`config.mk`:
```
export PLATFORM = sky130hd
export DESIGN_NAME = divmod_seq
export DESIGN_NICKNAME = d
export VERILOG_FILES = /design/src/rtl/divmod_pkg.sv /design/src/rtl/divmod_dp.sv /design/src/rtl/divmod_seq.sv
export SDC_FILE = /design/constraint.sdc
export NUM_CORES = 1
export LEC_CHECK = 0
export ABC_AREA = 1
export BUFFER_PORTS_ARGS = -buffer_cell sky130_fd_sc_hd__buf_2
export CORE_UTILIZATION = 41
export CTS_CLUSTER_DIAMETER = 100
export DETAILED_ROUTE_END_ITERATION = 6
export SLEW_MARGIN = 20
export SYNTH_ARGS = -nofsm -noshare
export SYNTH_HDL_FRONTEND = slang
export SYNTH_SLANG_ARGS = --single-unit
```
`constraint.sdc`:
```
create_clock -name CLK -period 4.9 [get_ports CLK]
set_input_delay 0.49 -clock CLK [delete_from_list [all_inputs] [get_ports CLK]]
set_output_delay 0.49 -clock CLK [all_outputs]
set_load 0.02 [all_outputs]
```
`src/rtl/divmod_pkg.sv`:
```
`default_nettype none
// ============================================================================
// divmod_pkg : shared state encoding and helpers for the sequential divider
// Revision 1.0
// ============================================================================
package divmod_pkg;

  localparam int DEFAULT_WIDTH = 32;

  typedef enum logic [1:0] {
    IDLE = 2'd0,
    CALC = 2'd1,
    SIGN = 2'd2,
    DONE = 2'd3
  } state_e;

  // Operands are zero-extended to 64 bits by the caller; the low bits of the
  // result are the magnitude at the caller's width.
  function automatic logic [63:0] magnitude(input logic [63:0] value, input logic negative);
    return negative ? (~value + 64'd1) : value;
  endfunction

endpackage
`default_nettype wire

```
`src/rtl/divmod_dp.sv`:
```
`default_nettype none
// ============================================================================
// divmod_dp : registered restoring shift/subtract datapath with sign fix-up
// Revision 1.0
// ============================================================================
module divmod_dp
  import divmod_pkg::*;
#(
  parameter int WIDTH = DEFAULT_WIDTH
) (
  input  logic             CLK,
  input  logic             reset,
  input  logic             load_i,
  input  logic             step_i,
  input  logic             sub_i,
  input  logic             fix_i,
  input  logic             op_signed_i,
  input  logic             b_zero_i,
  input  logic [WIDTH-1:0] a_i,
  input  logic [WIDTH-1:0] b_i,
  output logic             trial_borrow_o,
  output logic             div_by_zero_o,
  output logic [WIDTH-1:0] quotient_o,
  output logic [WIDTH-1:0] remainder_o
);

  logic [WIDTH-1:0] rem_q, rem_d;
  logic [WIDTH-1:0] dvd_q, dvd_d;
  logic [WIDTH-1:0] dvs_q, dvs_d;
  logic [WIDTH-1:0] quo_q, quo_d;
  logic [WIDTH-1:0] rmd_q, rmd_d;
  logic             negq_q, negq_d;
  logic             negr_q, negr_d;
  logic             dz_q, dz_d;

  logic             a_neg;
  logic             b_neg;
  logic [WIDTH:0]   rem_sh;
  logic [WIDTH:0]   trial;

  assign a_neg = op_signed_i & a_i[WIDTH-1];
  assign b_neg = op_signed_i & b_i[WIDTH-1];

  // The partial remainder always stays below the divisor, so WIDTH+1 bits
  // hold the trial difference and its MSB is the borrow.
  always_comb begin
    rem_sh = {rem_q, dvd_q[WIDTH-1]};
    trial  = rem_sh - {1'b0, dvs_q};
    rem_d  = rem_q;
    dvd_d  = dvd_q;
    dvs_d  = dvs_q;
    quo_d  = quo_q;
    rmd_d  = rmd_q;
    negq_d = negq_q;
    negr_d = negr_q;
    dz_d   = dz_q;
    if (load_i) begin
      rem_d  = '0;
      dvd_d  = WIDTH'(magnitude(64'(a_i), a_neg));
      dvs_d  = WIDTH'(magnitude(64'(b_i), b_neg));
      negq_d = a_neg ^ b_neg;
      negr_d = a_neg;
      dz_d   = b_zero_i;
      if (b_zero_i) begin
        quo_d = '1;
        rmd_d = a_i;
      end
    end else if (step_i) begin
      dvd_d = {dvd_q[WIDTH-2:0], sub_i};
      rem_d = sub_i ? trial[WIDTH-1:0] : rem_sh[WIDTH-1:0];
    end else if (fix_i) begin
      quo_d = negq_q ? (~dvd_q + WIDTH'(1)) : dvd_q;
      rmd_d = negr_q ? (~rem_q + WIDTH'(1)) : rem_q;
    end
  end

  always_ff @(posedge CLK or negedge reset) begin
    if (!reset) begin
      rem_q  <= '0;
      dvd_q  <= '0;
      dvs_q  <= '0;
      quo_q  <= '0;
      rmd_q  <= '0;
      negq_q <= 1'b0;
      negr_q <= 1'b0;
      dz_q   <= 1'b0;
    end else begin
      rem_q  <= rem_d;
      dvd_q  <= dvd_d;
      dvs_q  <= dvs_d;
      quo_q  <= quo_d;
      rmd_q  <= rmd_d;
      negq_q <= negq_d;
      negr_q <= negr_d;
      dz_q   <= dz_d;
    end
  end

  assign trial_borrow_o = trial[WIDTH];
  assign div_by_zero_o  = dz_q;
  assign quotient_o     = quo_q;
  assign remainder_o    = rmd_q;

endmodule
`default_nettype wire

```
`src/rtl/divmod_seq.sv`:
```
`default_nettype none
// ============================================================================
// divmod_seq : multi-cycle signed/unsigned divider with start/done handshake
// Revision 1.0
// ============================================================================
module divmod_seq
  import divmod_pkg::*;
#(
  parameter int WIDTH = DEFAULT_WIDTH
) (
  input  logic             CLK,
  input  logic             reset,
  input  logic             start,
  input  logic             op_signed,
  input  logic [WIDTH-1:0] a,
  input  logic [WIDTH-1:0] b,
  output logic             busy,
  output logic             done,
  output logic             div_by_zero,
  output logic [WIDTH-1:0] quotient,
  output logic [WIDTH-1:0] remainder
);

  localparam int CNT_W = $clog2(WIDTH) + 1;

  state_e           state_q;
  logic [CNT_W-1:0] cnt_q;
  logic             busy_q;
  logic             done_q;

  logic             b_zero;
  logic             load;
  logic             step;
  logic             fix;
  logic             trial_borrow;
  logic             last_iter;

  assign b_zero    = (b == '0);
  assign load      = (state_q == IDLE) && start;
  assign step      = (state_q == CALC);
  assign fix       = (state_q == SIGN);
  assign last_iter = (cnt_q == CNT_W'(WIDTH - 1));

  divmod_dp #(
    .WIDTH (WIDTH)
  ) u_dp (
    .CLK            (CLK),
    .reset          (reset),
    .load_i         (load),
    .step_i         (step),
    .sub_i          (~trial_borrow),
    .fix_i          (fix),
    .op_signed_i    (op_signed),
    .b_zero_i       (b_zero),
    .a_i            (a),
    .b_i            (b),
    .trial_borrow_o (trial_borrow),
    .div_by_zero_o  (div_by_zero),
    .quotient_o     (quotient),
    .remainder_o    (remainder)
  );

  // done is raised on the edge leaving DONE, the same edge that drops busy,
  // so a new start can be accepted while done is high.
  always_ff @(posedge CLK or negedge reset) begin
    if (!reset) begin
      state_q <= IDLE;
      cnt_q   <= '0;
      busy_q  <= 1'b0;
      done_q  <= 1'b0;
    end else begin
      done_q <= 1'b0;
      case (state_q)
        IDLE: begin
          if (start) begin
            busy_q  <= 1'b1;
            cnt_q   <= '0;
            state_q <= b_zero ? DONE : CALC;
          end
        end
        CALC: begin
          cnt_q <= cnt_q + CNT_W'(1);
          if (last_iter) state_q <= SIGN;
        end
        SIGN: state_q <= DONE;
        DONE: begin
          busy_q  <= 1'b0;
          done_q  <= 1'b1;
          state_q <= IDLE;
        end
        default: state_q <= IDLE;
      endcase
    end
  end

  assign busy = busy_q;
  assign done = done_q;

endmodule
`default_nettype wire

```
## Word level (Yosys, flattened, before mapping)

Index checks and enable logic that the tools add are counted.
Widths: inputs -> output; s select.

- Flip-flop bits (word level): 173
- Bits of input ports: 68
- Output and inout bits: 67
- Word-level logic and storage cells: 71

- Add/sub/neg operators: 6
- Equality and inequality tests: 8
- Mux-type cells: 26
- Bitwise logic cells: 8
- Reduce and logical (&&, ||, !) cells: 11

Operator list:

| cell | count |
|---|---|
| $mux 32 | 17 |
| $add 32x1->32 const B | 4 |
| $not 32->32 | 4 |
| $sub 33x32->33 | 1 |
| $logic_not 32->1 | 1 |
| $pmux 6 s2 | 1 |
| $pmux 2 s4 | 1 |
| $reduce_bool 2->1 | 4 |
| $add 6x1->6 const B | 1 |
| $eq 6x5->1 const B | 1 |
| $mux 2 | 3 |
| $mux 6 | 1 |
| $ne 2x2->1 const B | 3 |
| $reduce_and 2->1 | 3 |
| $eq 2x2->1 const B | 2 |
| $reduce_and 3->1 | 1 |
| $and 1x1->1 | 2 |
| $eq 2x1->1 const B | 1 |
| $logic_not 2->1 | 1 |
| $mux 1 | 2 |
| $ne 2x1->1 const B | 1 |
| $pmux 1 s2 | 1 |
| $logic_and 1x1->1 | 1 |
| $not 1->1 | 1 |
| $xor 1x1->1 | 1 |

## Depth between registers and ports, before layout

- Word-level depth: 6
- Mapped depth: 18
- Depth with buffers taken out: 17

## Modules after synthesis

A second synthesis with hierarchy kept.

- Cell total of the unflattened synthesis: 2,118
- Area total of the unflattened synthesis: 13,529.2 µm²

By module, submodules not included:

| module | times used | cells an instance | area an instance (µm²) | sequential area each (µm²) |
|---|---|---|---|---|
| divmod_dp | 1 | 2,021 | 12,854.8 | 4,078.9 |
| divmod_seq | 1 | 97 | 674.4 | 250.2 |

## Least setup slack after synthesis

OpenSTA, ideal clock, no wires.

- Path type: register to register
- Start point: reg u_dp.dvd_q[31]
- End point: reg u_dp.rem_q[10]
- Setup time: 0.118 ns
- Data arrival time: 2.140 ns
- Required time: 4.782 ns
- Slack: 2.642 ns
- Cell stages (with the launch flop): 19
- Buffers on the path: 1
- Period minus slack after synthesis: 2.258 ns
- Path through: dfrtp_1 -> inv_1 -> ha_1 -> fa_1 -> inv_1 -> nand2_1 -> nand2_1 -> nand3_1 -> nand2_1 -> nand2_1 -> nand2_1 -> nand2_2 -> nand2_2 -> nand2_4 -> nand2_4 -> buf_6 -> nand2_1 -> nand3_1 -> nand2_1

- Cells in the longest elaborated chain, start to end: 4

RTL lines:

| element | RTL line | source |
|---|---|---|
| start, declared | divmod_dp.sv:28 | `logic [WIDTH-1:0] dvd_q, dvd_d;` |
| start signal, assigned | divmod_dp.sv:89 | `dvd_q <= dvd_d;` |
| $sub 33x32->33 | divmod_dp.sv:48 | `trial = rem_sh - {1'b0, dvs_q};` |
| $mux 32 | divmod_dp.sv:70 | `rem_d = sub_i ? trial[WIDTH-1:0] : rem_sh[WIDTH-1:0];` |
| $mux 32 | divmod_dp.sv:68 | `end else if (step_i) begin` |
| $mux 32 | divmod_dp.sv:57 | `if (load_i) begin` |
| end signal, assigned | divmod_dp.sv:88 | `rem_q <= rem_d;` |
| end, declared | divmod_dp.sv:27 | `logic [WIDTH-1:0] rem_q, rem_d;` |

Every way passes these cells. The select of a mux whose other input is x is not followed.
A chain may end at the register's enable or synchronous reset.

## Worst setup path in the final report

- Start point: reg state_q[0]
- End point: reg u_dp.quo_q[22] (netlist: u_dp.quotient_o[22])

- Cells in the longest elaborated chain, start to end: 4
- Elaborated cells on any way between the ends: 9
- Classes of those cells: 4 x eq/ne; 1 x mux; 4 x reduce/logical

RTL lines:

| element | RTL line | source |
|---|---|---|
| start, declared | divmod_seq.sv:26 | `state_e state_q;` |
| start signal, assigned | divmod_seq.sv:78 | `state_q <= b_zero ? DONE : CALC;` |
| $logic_not 2->1 | divmod_seq.sv:39 | `assign load = (state_q == IDLE) && start;` |
| $logic_and 1x1->1 | divmod_seq.sv:39 |  |
| $ne 2x2->1 (no line) or $reduce_bool 2->1 (tied branches) | - |  |
| $reduce_and 3->1 (no line) | - |  |
| end signal, assigned | divmod_dp.sv:91 | `quo_q <= quo_d;` |
| end, declared | divmod_dp.sv:30 | `logic [WIDTH-1:0] quo_q, quo_d;` |

Parallel ways exist; a longest one is shown, timed or not.

==> impl_metrics.py <==
metrics = {
    "outcome": {
        "status": "completed",
    },
    "timing": {
        "relSlewSlack_pct": 27.95,
        "slew_viol_final": 0,
        "setup_viol": 0,
        "final_hold_viol_count": 0,
        "rsz0062_at_grt": "no",
        "timing.final.crit_share_pct": 64.85,
        "fin_tns_setup_ps": 0,
        "hold_slack_ps": 127.2,
        "fin_skew_ps": 8.838,
        "max_freq_ghz": 0.3147,
        "post-route-min-period_ps": 3178,
        "worstMarginPinSlew_ps": 1081,
    },
    "run": {
        "maxCapViolCount": 0,
    },
    "synth": {
        "synth.distinct_cells": 50,
        "ys.flop_type": "dfrtp_1",
        "syn_area_um2": 13560,
        "async_reset_ff_share_pct": 100.0,
        "synth_area_leader_cell": "dfrtp_1",
        "ys_warn_count": 0,
        "synth.top_cell.area_share_pct": 31.92,
        "synth_area_per_cell_um2": 6.297,
        "synth_edf_count": 0,
        "ys_seq_elements": 173,
        "yosysMostFrequentCell": "nand2_1",
        "synth_common_cells": "652 x nand2_1, 298 x inv_1, 234 x nand3_1, 234 x nor2_1, 173 x dfrtp_1",
        "syn_inst": 2154,
        "ys_seq_area_share_pct": 31.92,
        "synthTopCellsByArea": "dfrtp_1 32%, nand2_1 18%, nand3_1 8.6%",
        "syn-num-nets": 2264,
    },
    "drt": {
        "drt_pass1_iterations": 5,
        "drtAntennaViolNets": 0,
        "top_layer": "met4",
        "num_vias": 14316,
        "route.detailed.drc": 0,
        "m1WireLength_um": 20620,
        "post_drt_wl_per_cell_um": 16.90,
        "avgViaCountPerCell": 5.296,
        "drt_wl_total_um": 45670,
        "drtIter0Drc": 1135,
        "wl_met2_um": 21350,
        "dr_wl_met3_um": 2109,
    },
    "power_and_ir_drop": {
        "vdd_drop_max_v": 0.0003815,
        "p_sw_share_pct": 54.29,
        "leakage_uw": 0.007847,
        "internal_power_uw": 5417,
        "pwr-share-seq_pct": 23.3,
        "combPwrFrac_pct": 63.9,
        "clkPwrFrac_pct": 12.9,
        "p_sw_uw": 6433,
        "powerDensity_nw_per_um2": 777.8,
    },
    "place": {
        "placed_cells_incl_taps": 2671,
        "dp_hpwl_um": 35610,
        "gp_congestion": 0.9489,
        "portBuffers": 134,
        "placed_area_um2": 14580,
    },
    "worst_setup_path": {
        "crit_path_end_kind": "flop",
        "worst-setup-path-type": "flop to flop",
        "cp_max_fo": 49,
        "cp-start-kind": "flop",
        "required_ps": 5240,
        "r2r_slack_ps": 1720,
        "arrival_ps": 3520,
    },
    "die": {
        "core_area_um2": 32540,
        "ios": 135,
        "start_util_pct": 41.69,
        "die_h_um": 183.9,
        "fp.dieW_um": 183.9,
        "std_cell_rows": 66,
        "die_area_um2": 33810,
    },
    "clock_tree": {
        "ctsResizeCount": 0,
        "clkTransAtPathRegs_ps": 70,
        "cts_root_buf": "clkbuf_16",
        "clock-sinks": 173,
        "clk_latency_ps": 450,
        "cts.path.max_buffers": 2,
        "cts_made_buffers": 17,
        "cts_tree": "yes",
        "cts_setup_buffers": 0,
        "postCtsHoldBufs": 0,
        "cts_htree_levels": 4,
    },
    "global_route": {
        "antenna_found_initial": 0,
        "grt_max_degree": 174,
        "grt_overflow": 0,
        "grt_use_total_pct": 27.61,
        "grt_first_pass_wirelength_um": 71900,
        "grt_pass1_vias": 13188,
    },
    "finish": {
        "finalNetCount": 2358,
        "final_cell_area_um2": 15240,
        "finalNonFillerCells": 2703,
        "diodes": 0,
        "drive_gt1_share_pct": 9.598,
        "area_growth_pct": 12.33,
    },
    "min_path": {
        "hold_class": "input pin to asynchronous set/reset pin",
    },
}
## stage by stage
stage,util [%],power (µW),setup slack (ps)
after CTS,46.82,11840,1748
after global routing,46.83,12990,1462
after floorplan,-,8090,2642
final,46.83,11850,1722
after global placement,44.82,10200,1834
after detailed placement,44.82,10270,1775
## power by group through the flow
stage	registers (µW)	logic [µW]	clock network, µW
2_1_floorplan	2830	5260	0
3_3_place_gp	2750	7450	0
3_5_place_dp	2760	7510	0
4_1_cts	2740	7550	1550
5_1_grt	2830	8560	1600
6_report	2760	7570	1530
## routing by layer
metal / vias to the layer above / global-route usage [%]
met4: 0 / 11.00
met1: 6672 / 36.68
met5: - / 0
met2: 458 / 45.82
li1: 7116 / -
met3: 70 / 2.912
## layout make-up
| class | instances | area (µm²) |
|---|---|---|
| clock buffers | 18 | 439.2 |
| inverters | 305 | 1145 |
| multi-input cells | 1607 | 7795 |
| repair buffers | 144 | 764.5 |
| fillers | 3489 | 17300 |
| flip-flops and latches | 173 | 4330 |
| clock inverters | 14 | 209.0 |
| well taps | 442 | 553.0 |
## sequential cells by signal, indices dropped and copies added, names as in the netlist, 2 cells and up
| signal | cells |
|---|---|
| u_dp.rem_q | 32 |
| cnt_q | 6 |
| u_dp.quotient_o | 32 |
| u_dp.remainder_o | 32 |
| u_dp.dvd_q | 32 |
| u_dp.dvs_q | 32 |
| state_q | 2 |
## worst max-delay path, stage by stage, from the launching register on
cell and delay, ps:
dfrtp_1 380, inv_1 90, ha_1 260, nand2_4 340, inv_2 220, nor2_4 110, buf_4 480, inv_2 370
nor2_1 170, buf_4 290, o211ai_1 130, o21ai_0 80, inv_1 50
## cell families (layout without fill, tap and decap cells)
| family | after synthesis | count (layout) | synth area share (%) |
|---|---|---|---|
| AOI/OAI and AO/OA | 291 | 291 | 12.26 |
| xor gates and xnor gates | 48 | 48 | 3.100 |
| adders and majority gates | 42 | 42 | 3.930 |
| buffers and inverters | 374 | 481 | 10.76 |
| DFF | 173 | 173 | 31.92 |
| and+or+nand+nor | 1226 | 1226 | 38.03 |
## cell usage in the layout, fill, tap and decap left out, types with 3 or more instances in the layout
master / count
nor2_2: 5
a22oi_1: 6
o31ai_1: 6
o21ai_1: 8
nand3_1: 234
or2_2: 13
clkinv_4: 5
inv_2: 7
nand4_1: 23
buf_2: 133
buf_4: 9
nand3b_1: 9
o21ai_0: 101
clkbuf_16: 17
dfrtp_1: 172
ha_1: 41
nand2_2: 4
nand2_4: 3
nor3_1: 38
o21bai_1: 6
o211ai_1: 18
xnor2_1: 17
bufinv_16: 4
nand2_1: 650
a21oi_1: 97
inv_6: 3
a31oi_1: 26
o22ai_1: 5
nor2_1: 232
nor4_1: 3
and2_1: 3
a32oi_1: 3
xor2_1: 31
inv_1: 298
## path summary, 6_finish.rpt
kind	start	to	cells past startpoint
max	state_q[0]$_DFFE_PN0P_	u_dp.quotient_o[22]$_DFFE_PN0P_	12
min	reset	cnt_q[2]$_DFFE_PN0P_	2
max reg2reg	state_q[0]$_DFFE_PN0P_	u_dp.quotient_o[22]$_DFFE_PN0P_	12
min reg2reg	u_dp.quotient_o[26]$_DFFE_PN0P_	u_dp.quotient_o[26]$_DFFE_PN0P_	2
max in group asynchronous	reset	u_dp.negr_q$_DFFE_PN0P_	2
min in group CLK	a[6]	u_dp.remainder_o[6]$_DFFE_PN0P_	3
Power figures use the tool's default switching activity.
